**src/rtl/pipeline_pkg.sv**
```systemverilog
// Shared pipeline definitions: forwarding-select encodings and the decode control bundle.
package pipeline_pkg;

   localparam logic [1:0] FWD_RF  = 2'b00;
   localparam logic [1:0] FWD_EX  = 2'b01;
   localparam logic [1:0] FWD_MEM = 2'b10;
   localparam logic [1:0] FWD_WB  = 2'b11;

   typedef struct packed {
      logic       shift_imm;
      logic       m_size;
      logic       m_enable;
      logic       m_rw;
      logic       load_inst;
      logic       s;
      logic       rf_enable;
      logic       b_instr;
      logic       bl;
      logic [3:0] alu_op;
   } ctrl_t;

   // A bubble, a reset value and a NOP are all this same encoding.
   localparam ctrl_t CTRL_NOP = '0;

endpackage

```
**src/rtl/forward_sel.sv**
```systemverilog
// Operand forwarding select for one source register; youngest producer (EX) wins.
module forward_sel
   import pipeline_pkg::*;
(
   input  logic [3:0] rx,
   input  logic       uses,
   input  logic [3:0] ex_rd,
   input  logic       ex_rf_enable,
   input  logic       ex_load_inst,
   input  logic [3:0] mem_rd,
   input  logic       mem_rf_enable,
   input  logic [3:0] wb_rd,
   input  logic       wb_rf_enable,
   output logic [1:0] sel
);

   always_comb begin
      sel = FWD_RF;
      if (uses) begin
         // A load in EX has no result yet; that case is covered by the stall.
         if (ex_rf_enable && !ex_load_inst && (rx == ex_rd))
            sel = FWD_EX;
         else if (mem_rf_enable && (rx == mem_rd))
            sel = FWD_MEM;
         else if (wb_rf_enable && (rx == wb_rd))
            sel = FWD_WB;
      end
   end

endmodule

```
**src/rtl/id_ex_pipeline_stage.sv**
```systemverilog
// ID/EX pipeline register with load-use stall, bubble injection, operand
// forwarding selects and saturating stall/issue debug counters.
module id_ex_pipeline_stage
   import pipeline_pkg::*;
#(
   parameter int DATA_W = 32,
   parameter int CNT_W  = 16
) (
   input  logic              CLK,
   input  logic              CLR,
   input  logic              ID_shift_imm,
   input  logic              m_size,
   input  logic              m_enable,
   input  logic              m_rw,
   input  logic              ID_Load_Inst,
   input  logic              S,
   input  logic              ID_RF_enable,
   input  logic              ID_B_instr,
   input  logic              BL,
   input  logic [3:0]        ID_ALU_Op,
   input  logic [3:0]        ID_Rn,
   input  logic [3:0]        ID_Rm,
   input  logic [3:0]        ID_Rd,
   input  logic              ID_uses_Rn,
   input  logic              ID_uses_Rm,
   input  logic              ID_uses_Rd,
   input  logic [DATA_W-1:0] ID_PA,
   input  logic [DATA_W-1:0] ID_PB,
   input  logic [DATA_W-1:0] ID_PD,
   input  logic [11:0]       ID_imm,
   input  logic [3:0]        MEM_Rd,
   input  logic [3:0]        WB_Rd,
   input  logic              MEM_RF_enable,
   input  logic              WB_RF_enable,
   output logic              EX_shift_imm,
   output logic              EX_m_size,
   output logic              EX_m_enable,
   output logic              EX_m_rw,
   output logic              EX_Load_Inst,
   output logic              EX_S,
   output logic              EX_RF_enable,
   output logic              EX_B_instr,
   output logic              EX_BL,
   output logic [3:0]        EX_ALU_Op,
   output logic [3:0]        EX_Rd,
   output logic [DATA_W-1:0] EX_PA,
   output logic [DATA_W-1:0] EX_PB,
   output logic [DATA_W-1:0] EX_PD,
   output logic [11:0]       EX_imm,
   output logic              LE_PC,
   output logic              LE_IF,
   output logic [1:0]        fwd_A,
   output logic [1:0]        fwd_B,
   output logic [1:0]        fwd_D,
   output logic [CNT_W-1:0]  stall_cnt,
   output logic [CNT_W-1:0]  issue_cnt
);

   function automatic logic [CNT_W-1:0] sat_inc(input logic [CNT_W-1:0] v);
      return (&v) ? v : v + CNT_W'(1);
   endfunction

   ctrl_t             id_ctrl_p0;
   ctrl_t             ex_ctrl_p1;
   logic [3:0]        ex_rd_p1;
   logic [DATA_W-1:0] ex_pa_p1;
   logic [DATA_W-1:0] ex_pb_p1;
   logic [DATA_W-1:0] ex_pd_p1;
   logic [11:0]       ex_imm_p1;
   logic [CNT_W-1:0]  stall_cnt_q;
   logic [CNT_W-1:0]  issue_cnt_q;
   logic              hz;

   always_comb begin
      id_ctrl_p0           = CTRL_NOP;
      id_ctrl_p0.shift_imm = ID_shift_imm;
      id_ctrl_p0.m_size    = m_size;
      id_ctrl_p0.m_enable  = m_enable;
      id_ctrl_p0.m_rw      = m_rw;
      id_ctrl_p0.load_inst = ID_Load_Inst;
      id_ctrl_p0.s         = S;
      id_ctrl_p0.rf_enable = ID_RF_enable;
      id_ctrl_p0.b_instr   = ID_B_instr;
      id_ctrl_p0.bl        = BL;
      id_ctrl_p0.alu_op    = ID_ALU_Op;
   end

   always_comb begin
      hz = ex_ctrl_p1.load_inst && ex_ctrl_p1.rf_enable &&
           ((ID_uses_Rn && (ID_Rn == ex_rd_p1)) ||
            (ID_uses_Rm && (ID_Rm == ex_rd_p1)) ||
            (ID_uses_Rd && (ID_Rd == ex_rd_p1)));
   end

   assign LE_PC = !hz;
   assign LE_IF = !hz;

   // ID -> EX boundary
   always_ff @(posedge CLK) begin
      if (CLR || hz) begin
         ex_ctrl_p1 <= CTRL_NOP;
         ex_rd_p1   <= '0;
         ex_pa_p1   <= '0;
         ex_pb_p1   <= '0;
         ex_pd_p1   <= '0;
         ex_imm_p1  <= '0;
      end else begin
         ex_ctrl_p1 <= id_ctrl_p0;
         ex_rd_p1   <= ID_Rd;
         ex_pa_p1   <= ID_PA;
         ex_pb_p1   <= ID_PB;
         ex_pd_p1   <= ID_PD;
         ex_imm_p1  <= ID_imm;
      end
   end

   always_ff @(posedge CLK) begin
      if (CLR) begin
         stall_cnt_q <= '0;
         issue_cnt_q <= '0;
      end else if (hz) begin
         stall_cnt_q <= sat_inc(stall_cnt_q);
      end else if (id_ctrl_p0 != CTRL_NOP) begin
         issue_cnt_q <= sat_inc(issue_cnt_q);
      end
   end

   assign EX_shift_imm = ex_ctrl_p1.shift_imm;
   assign EX_m_size    = ex_ctrl_p1.m_size;
   assign EX_m_enable  = ex_ctrl_p1.m_enable;
   assign EX_m_rw      = ex_ctrl_p1.m_rw;
   assign EX_Load_Inst = ex_ctrl_p1.load_inst;
   assign EX_S         = ex_ctrl_p1.s;
   assign EX_RF_enable = ex_ctrl_p1.rf_enable;
   assign EX_B_instr   = ex_ctrl_p1.b_instr;
   assign EX_BL        = ex_ctrl_p1.bl;
   assign EX_ALU_Op    = ex_ctrl_p1.alu_op;
   assign EX_Rd        = ex_rd_p1;
   assign EX_PA        = ex_pa_p1;
   assign EX_PB        = ex_pb_p1;
   assign EX_PD        = ex_pd_p1;
   assign EX_imm       = ex_imm_p1;
   assign stall_cnt    = stall_cnt_q;
   assign issue_cnt    = issue_cnt_q;

   forward_sel u_fwd_a (
      .rx(ID_Rn), .uses(ID_uses_Rn),
      .ex_rd(ex_rd_p1), .ex_rf_enable(ex_ctrl_p1.rf_enable), .ex_load_inst(ex_ctrl_p1.load_inst),
      .mem_rd(MEM_Rd), .mem_rf_enable(MEM_RF_enable),
      .wb_rd(WB_Rd), .wb_rf_enable(WB_RF_enable),
      .sel(fwd_A)
   );

   forward_sel u_fwd_b (
      .rx(ID_Rm), .uses(ID_uses_Rm),
      .ex_rd(ex_rd_p1), .ex_rf_enable(ex_ctrl_p1.rf_enable), .ex_load_inst(ex_ctrl_p1.load_inst),
      .mem_rd(MEM_Rd), .mem_rf_enable(MEM_RF_enable),
      .wb_rd(WB_Rd), .wb_rf_enable(WB_RF_enable),
      .sel(fwd_B)
   );

   forward_sel u_fwd_d (
      .rx(ID_Rd), .uses(ID_uses_Rd),
      .ex_rd(ex_rd_p1), .ex_rf_enable(ex_ctrl_p1.rf_enable), .ex_load_inst(ex_ctrl_p1.load_inst),
      .mem_rd(MEM_Rd), .mem_rf_enable(MEM_RF_enable),
      .wb_rd(WB_Rd), .wb_rf_enable(WB_RF_enable),
      .sel(fwd_D)
   );

endmodule

```
**config.mk**
```make
export PLATFORM = sky130hd
export DESIGN_NAME = id_ex_pipeline_stage
export DESIGN_NICKNAME = d
export VERILOG_FILES = /design/src/rtl/pipeline_pkg.sv /design/src/rtl/forward_sel.sv /design/src/rtl/id_ex_pipeline_stage.sv
export SDC_FILE = /design/constraint.sdc
export NUM_CORES = 1
export LEC_CHECK = 0
export ABC_AREA = 0
export CAP_MARGIN = 10
export CORE_MARGIN = 3
export CORE_UTILIZATION = 42
export DETAILED_ROUTE_END_ITERATION = 8
export PLACE_DENSITY_LB_ADDON = 0.15
export SLEW_MARGIN = 20
export SYNTH_ARGS = -nofsm -noshare
export SYNTH_HDL_FRONTEND = slang
export SYNTH_HIERARCHICAL = 1
export SYNTH_SLANG_ARGS = --single-unit
```
**constraint.sdc**
```tcl
create_clock -name CLK -period 4.8 [get_ports CLK]
set_input_delay 0.96 -clock CLK [delete_from_list [all_inputs] [get_ports CLK]]
set_output_delay 0.96 -clock CLK [all_outputs]
set_load 0.01 [all_outputs]
```
**Word level (Yosys, flattened, before mapping)**

Cells that the tools add are included.

- Input port bits: 148
- Register bits after elaboration: 157
- Word-level logic and storage cells: 68

- Reductions and logical operators: 25
- Equality and inequality tests: 9
- $add $sub $neg: 2
- Bitwise gates (word level): 3
- Muxes and demuxes: 12

Operators by type and width:

| kind | number |
|---|---|
| $eq 4x4->1 | 9 |
| $add 16x1->16 const B | 2 |
| $reduce_and 16->1 | 2 |
| $mux 2 | 12 |
| $logic_and 1x1->1 | 15 |
| $reduce_bool 13->1 | 1 |
| $logic_or 1x1->1 | 3 |
| $not 1->1 | 3 |
| $reduce_and 3->1 | 1 |
| $logic_not 1->1 | 2 |
| $reduce_and 2->1 | 1 |

**Logic depth before layout (Yosys ltp)**

Gate-level depths: netlist (run 1).

- Depth after elaboration: 7
- Mapped depth: 10

**Modules after synthesis**

The synthesis (run 1) kept the hierarchy.

By module, submodules not included:

| module | area each (µm²) | instances | cells each |
|---|---|---|---|
| id_ex_pipeline_stage | 5082.4 | 1 | 476 |
| forward_sel | 182.7 | 3 | 22 |

**Worst setup path after synthesis (run 1)**

OpenSTA, ideal clock, no wires.

- Path type: input -> output
- Start: input port ID_Rd[0]
- End: output port LE_PC
- Setup slack: 1716 ps
- Data arrival time: 2124 ps
- Data required time: 3840 ps
- Cell stages on the path: 5
- Cells stage by stage: xor2_1 -> o41ai_4 -> nand2b_1 -> inv_1 -> buf_4

- Word-level cells in the longest chain between the ends: 5

RTL lines:

| what | line | source |
|---|---|---|
| start, declared | id_ex_pipeline_stage.sv:23 | `input logic [3:0] ID_Rd,` |
| $eq 4x4->1 | id_ex_pipeline_stage.sv:92 | `(ID_uses_Rd && (ID_Rd == ex_rd_p1)));` |
| $logic_and 1x1->1 | id_ex_pipeline_stage.sv:92 |  |
| $logic_or 1x1->1 | id_ex_pipeline_stage.sv:91 | `(ID_uses_Rm && (ID_Rm == ex_rd_p1)) \|\|` |
| $logic_and 1x1->1 | id_ex_pipeline_stage.sv:89 | `hz = ex_ctrl_p1.load_inst && ex_ctrl_p1.rf_enable &&` |
| $logic_not 1->1 | n/a |  |
| end, declared | id_ex_pipeline_stage.sv:50 | `output logic LE_PC,` |

No other way between the ends.

**Final worst setup path (run 1)**

- Start: input port ID_Rd[3]
- End: output port LE_PC

- Word-level cells in the longest chain between the ends: 5

RTL lines:

| what | line | source |
|---|---|---|
| $eq 4x4->1 | id_ex_pipeline_stage.sv:92 |  |
| $logic_and 1x1->1 | id_ex_pipeline_stage.sv:92 |  |
| $logic_or 1x1->1 | id_ex_pipeline_stage.sv:91 |  |
| $logic_and 1x1->1 | id_ex_pipeline_stage.sv:89 |  |
| $logic_not 1->1 | id_ex_pipeline_stage.sv:95 | `assign LE_PC = !hz;` |

No other way between the ends.

==> run_results.csv, run 1 <==
group,metric,value,unit
clock_tree,cts.sinks,157,
yosys,synth_top_cell_area_share,55.8,%
drt,route.met2.wl,9.23,mm
critical_path,cpMostUsedCell,"clkdlybuf4s50_1",
sta,rsz0062_at_grt,"no",
placement,gp_congestion,0.902,
yosys,syn_area,0.00563,mm²
drt,postRouteAntennaNets,0,
drt,post_drt_wl_per_cell,17.4,µm
sta,finalClockSkew,6.78,ps
clock_tree,clockRootBuffer,"clkbuf_16",
finish,instances_no_fill,1036,
yosys,yosysTopAreaCell,"dfxtp_1",
power,leakage,3.58,nW
yosys,ys_types,42,
yosys,seq_area_frac_synth,55.8,%
critical_path,start_kind,"primary input",
floorplan,core.rowCount,41,
drt,routed_wirelength,18.1,mm
clock_tree,cts_made_buffers,17,
finish,final_cell_mix,"clkdlybuf4s50_1, dfxtp_1, and2_1, xor2_1, xnor2_1",
grt,grt.overflow.total,0,
finish,fin_nets,1003,
clock_tree,cts_hold_buf,0,
sta,hold_viol,0,
yosys,synthArstFlopShare,0,%
floorplan,die-area,0.0148,mm²
finish,final_layout_size_suffix_gt1_share,5.44,%
placement,hpwlAfterDp,13.9,mm
drt,routed.top_layer,"met4",
worst_hold_path,min_path_type,"flip-flop to flip-flop",
critical_path,worstSetupEndpointType,"output pin",
drt,drt_iter0_drc,256,
critical_path,crit_path_max_fanout,17,
finish,insertedDiodeCount,0,
sta,fmax,0.220,GHz
floorplan,start_util,43.7,%
drt,drcViolationCount,0,
floorplan,fp.coreArea,0.0129,mm²
yosys,synth_edf_count,0,
grt,grt_pass1_vias,5051,
finish,utilization,73.3,%
clock_tree,post-cts-setup-buffers,0,
yosys,syn_avg_cell_area,10.4,µm²
grt,grt_pass1_wl,27.3,mm
grt,track_usage,24.3,%
clock_tree,clockBufferDepth,2,
clock_tree,clkTransAtPathRegs,60,ps
placement,dpl.cell_count,1006,
yosys,syn_nets,692,
drt,met3RoutedLength,1.84,mm
drt,m1WireLength,6.51,mm
floorplan,ioPinCount,313,
grt,grt_max_degree,126,
sta,setup_viol_count_final,0,
yosys,synth_flop_cell,"dfxtp_1",
clock_tree,cts.htree.levels,4,
critical_path,slowest_delay,850,ps
sta,tightest_slew,1010,ps
job,drv_cap,0,
critical_path,crit_chain,"clkdlybuf4s50_1, xor2_1, o41ai_4, nand2b_1, inv_1, clkdlybuf4s50_1",
yosys,postSynthCellCount,542,
run_status,status,"completed",
yosys,synthTopCellsByArea,"dfxtp_1, and2_1, xnor2_1",
sta,slew_violations,0,
critical_path,worstSetupPathType,"primary input to output pin",
floorplan,die-height,122,µm
critical_path,arrival,3580,ps
critical_path,cpMaxStageDelayCell,"o41ai_4",
finish,layout_commonest_cell,"clkdlybuf4s50_1",
placement,port_buffers,312,
floorplan,die_w,122,µm
drt,via_per_inst,4.70,
sta,slew_headroom,32.1,%
power,power_density,324,mW/mm²
clock_tree,clock_latency,420,ps
sta,finalCriticalPeriod,4540,ps
clock_tree,cts_resized,0,
yosys,yosysWarningCount,6,
critical_path,worstPathRequired,3840,ps
power,peakVddDrop,0.313,mV
clock_tree,cts_tree,"built",
finish,area_growth,67.6,%
grt,antenna_found_initial,0,
drt,vias,4872,
sta,post-route-period-util,94.6,%
drt,drtPass1Iterations,4,
sta,tns,0,ps
yosys,synth_seq_cells,157,
-- registers in the layout, indices dropped and copies added (netlist names), 4 cells and up --
name / cells
EX_Rd: 4
EX_imm: 12
stall_cnt: 16
EX_PA: 32
EX_ALU_Op: 4
EX_PD: 32
EX_PB: 32
issue_cnt: 16
-- worst max-delay path, delay by kind of cell --
family                 cells  cell delay [ps]
buffers and inverters      3             1270
AO/OA/AOI/OAI              1              850
AND/OR/NAND/NOR            1              330
XOR/XNOR                   1              150
-- layout make-up --
class / instances / area, µm²
Fill cell: 950 / 3440
Sequential cell: 157 / 3140
Timing Repair Buffer: 314 / 3140
Multi-Input combinational cell: 354 / 2360
Clock buffer: 21 / 460
Tap cell: 172 / 215
Clock inverter: 9 / 87.6
Inverter: 9 / 33.8
-- stage by stage --
step / total power, mW / setup WS, ps / area [µm²] / hold slack (ps)
finish: 3.05 / 260 / 9440 / 519
global route: 3.17 / 160 / 9440 / 552
CTS: 3.08 / 259 / 9440 / 526
detailed placement: 1.83 / 302 / 8890 / 515
global placement: 1.82 / 344 / 8890 / 493
floorplan: 1.55 / 1720 / 5630 / 517
-- layer usage --
layer | up-vias | track usage, %
li1 | 2404 | -
met1 | 2252 | 25.2
met2 | 189 | 42.7
met3 | 27 | 11.3
met5 | - | 0
met4 | 0 | 9.66
-- synth_stat cells, types with 4 or more instances --
library cell and instances:
dfxtp_1 157, and2_1 126, xnor2_1 31, xor2_1 31, nor2_1 24, nand3_1 23
nor3_1 16, nand2_1 13, clkbuf_1 12, a21oi_1 11, inv_1 9, nor4_1 9
o21ai_0 9, and3_1 8, or3_1 8, clkbuf_2 6, nand4_1 6, mux2_2 4
nor2b_1 4
-- power breakdown --
group	total, mW	switching (mW)	internal, mW	leakage [nW]
combinational	0.410	0.151	0.259	2.01
sequential	1.39	0.0258	1.36	1.30
clock	1.25	0.517	0.737	0.270
total	3.05	0.694	2.36	3.58
-- worst paths after layout --
| path | from | end | slack (ps) | cells past startpoint |
|---|---|---|---|---|
| worst max-delay path | ID_Rd[3] | LE_PC | 260 | 6 |
| worst min-delay path | stall_cnt[15] | stall_cnt[15] | 520 | 2 |
| worst min register to register | stall_cnt[15] | stall_cnt[15] | 520 | 2 |
| worst max register to register | EX_Rd[0] | EX_PA[28] | 1880 | 6 |
-- kinds of logic after synthesis --
kind of cell / share of synthesized area (%)
AND/OR/NAND/NOR: 26.4
multiplexers: 0.978
AO/OA/AOI/OAI: 4.38
flip-flops: 55.8
adder cells (fa/ha/maj): 0.444
XOR/XNOR: 9.64
buffers and inverters: 2.33
No activity file was read; power rests on OpenSTA's default activity.
==> run 2: changes to the inputs <==
PLACE_DENSITY_LB_ADDON = 0.2   (was 0.15)
==> run 2 against run 1 <==
  * Final area increased by 0.19%
  * Hold slack improved by 2.7 ps
  * Die area unchanged
  * Maximum frequency increased by 1.1%
  * Power increased by 1.4%
  * Largest power group unchanged
  * Highest routed layer unchanged
==> run_results.csv, run 2 (same netlist as run 1, synthesis figures left out) <==
group,metric,value,unit
drt,drt_iter0_drc,165,
grt,antenna_found_initial,0,
drt,vias,4868,
power,leakage,3.57,nW
grt,grt_max_degree,126,
critical_path,worstPathRequired,3840,ps
critical_path,slowest_delay,740,ps
placement,placed_area,0.00889,mm²
critical_path,crit_family,"buffers and inverters",
worst_hold_path,min_from,"stall_cnt[15]",
critical_path,crit-reg2reg-launch,"EX_Rd[1]",
sta,slew_headroom,32.0,%
floorplan,ioPinCount,313,
clock_tree,clkTransAtPathRegs,60,ps
drt,drtPass1Iterations,4,
grt,grt_pass1_wl,27.7,mm
finish,instances_no_fill,1036,
worst_hold_path,hold_depth,2,
finish,insertedDiodeCount,0,
grt,track_usage,24.7,%
clock_tree,cts.sinks,157,
clock_tree,post-cts-setup-buffers,0,
floorplan,core.rowCount,41,
critical_path,crit_chain,"clkdlybuf4s50_1, xnor2_1, nand3_1, o41ai_4, nand2b_1, inv_1, clkdlybuf4s50_1",
critical_path,reg2reg_depth,7,
sta,finalCriticalPeriod,4490,ps
finish,area_growth,68.0,%
floorplan,fp.coreArea,0.0129,mm²
drt,post_drt_wl_per_cell,17.5,µm
run_status,status,"completed",
floorplan,start_util,43.7,%
clock_tree,cts_made_buffers,17,
clock_tree,cts_resized,0,
job,drv_cap,0,
finish,layout_commonest_cell,"clkdlybuf4s50_1",
placement,hpwlAfterDp,14.0,mm
drt,routed_wirelength,18.1,mm
sta,tightest_slew,1020,ps
clock_tree,cts.htree.levels,4,
power,intPower,2.40,mW
critical_path,arrival,3530,ps
sta,fmax,0.223,GHz
power,peakVddDrop,0.259,mV
power,pwr-share-comb,13.2,%
drt,via_per_inst,4.70,
clock_tree,cts_hold_buf,0,
critical_path,start_kind,"primary input",
sta,rsz0062_at_grt,"no",
sta,hold_viol,0,
worst_hold_path,min_path_type,"flip-flop to flip-flop",
finish,stdcell_area,0.00946,mm²
sta,tns,0,ps
grt,grt.overflow.total,0,
drt,postRouteAntennaNets,0,
power,netSwitchingFraction,22.5,%
critical_path,cpMaxStageDelayCell,"o41ai_4",
sta,slew_violations,0,
critical_path,worstSetupEndpointType,"output pin",
sta,setup_viol_count_final,0,
critical_path,ff2ff_setup_slack,1970,ps
power,p_seq_share,44.9,%
floorplan,die_w,122,µm
floorplan,die-area,0.0148,mm²
clock_tree,clockRootBuffer,"clkbuf_16",
sta,finalClockSkew,7.93,ps
critical_path,worstSetupStartpoint,"ID_Rd[1]",
critical_path,crit_path_max_fanout,17,
placement,gp_congestion,0.901,
critical_path,worstSetupPathType,"primary input to output pin",
clock_tree,cts_tree,"built",
finish,fin_nets,1003,
critical_path,critPathBufInv,3,
floorplan,die-height,122,µm
power,clockPowerShare,41.8,%
finish,final_cell_mix,"clkdlybuf4s50_1, dfxtp_1, and2_1, xor2_1, xnor2_1",
power,power_density,327,mW/mm²
power,total_power,3.10,mW
placement,port_buffers,312,
sta,post-route-period-util,93.5,%
worst_hold_path,worstHoldEndpoint,"stall_cnt[15]",
clock_tree,clock_latency,420,ps
clock_tree,clockBufferDepth,2,
power,switchingPower,697,µW
critical_path,r2r_end,"EX_PD[29]",
placement,dpl.cell_count,1006,
grt,grt_pass1_vias,5079,
drt,drcViolationCount,0,
finish,final_layout_size_suffix_gt1_share,5.32,%
critical_path,cpMostUsedCell,"clkdlybuf4s50_1",
## run 2: worst register-to-register path, delay by kind of cell (launching register included)
family                 cells  cell delay, ps
AO/OA/AOI/OAI              1             740
XOR/XNOR                   1             160
buffers and inverters      1             360
flip-flops                 1             560
AND/OR/NAND/NOR            4             900
## run 2: layout make-up
class,instances,area (µm²)
Clock buffer,21,450
Multi-Input combinational cell,354,2360
Clock inverter,9,115
Inverter,9,33.8
Sequential cell,157,3140
Tap cell,172,215
Fill cell,908,3420
Timing Repair Buffer,314,3140
## run 2: metal layers
metal	up-vias	global-route usage (%)	share of wire (%)	wire, µm
met2	170	44.3	52	9510
met3	18	11.7	9.5	1720
met4	0	7.35	1.6	288
met1	2272	25.6	37	6630
li1	2408	-	-	-
met5	-	0	0	0
## run 2: worst max path at each step
stage	endpoint	slack [ps]	cells past startpoint
after floorplan	LE_PC	1720	5
after global placement	LE_PC	350	6
after detailed placement	LE_IF	320	6
after CTS	LE_IF	310	6
after global routing	LE_PC	100	7
final	LE_IF	310	7
## run 2: through the flow
step	worst slack [ps]	utilization, %	hold slack, ps
after floorplan	1720	-	517
after global placement	349	69.1	493
after detailed placement	320	69.1	514
after CTS	308	73.4	525
after global routing	103	73.4	564
final	310	73.4	522
## run 2: power by group through the flow
stage / Clock (mW) / Sequential [mW] / Combinational [mW]
floorplan: 0 / 1.45 / 0.100
global placement: 0 / 1.42 / 0.405
detailed placement: 0 / 1.42 / 0.409
CTS: 1.32 / 1.39 / 0.413
global route: 1.38 / 1.40 / 0.438
finish: 1.30 / 1.39 / 0.410
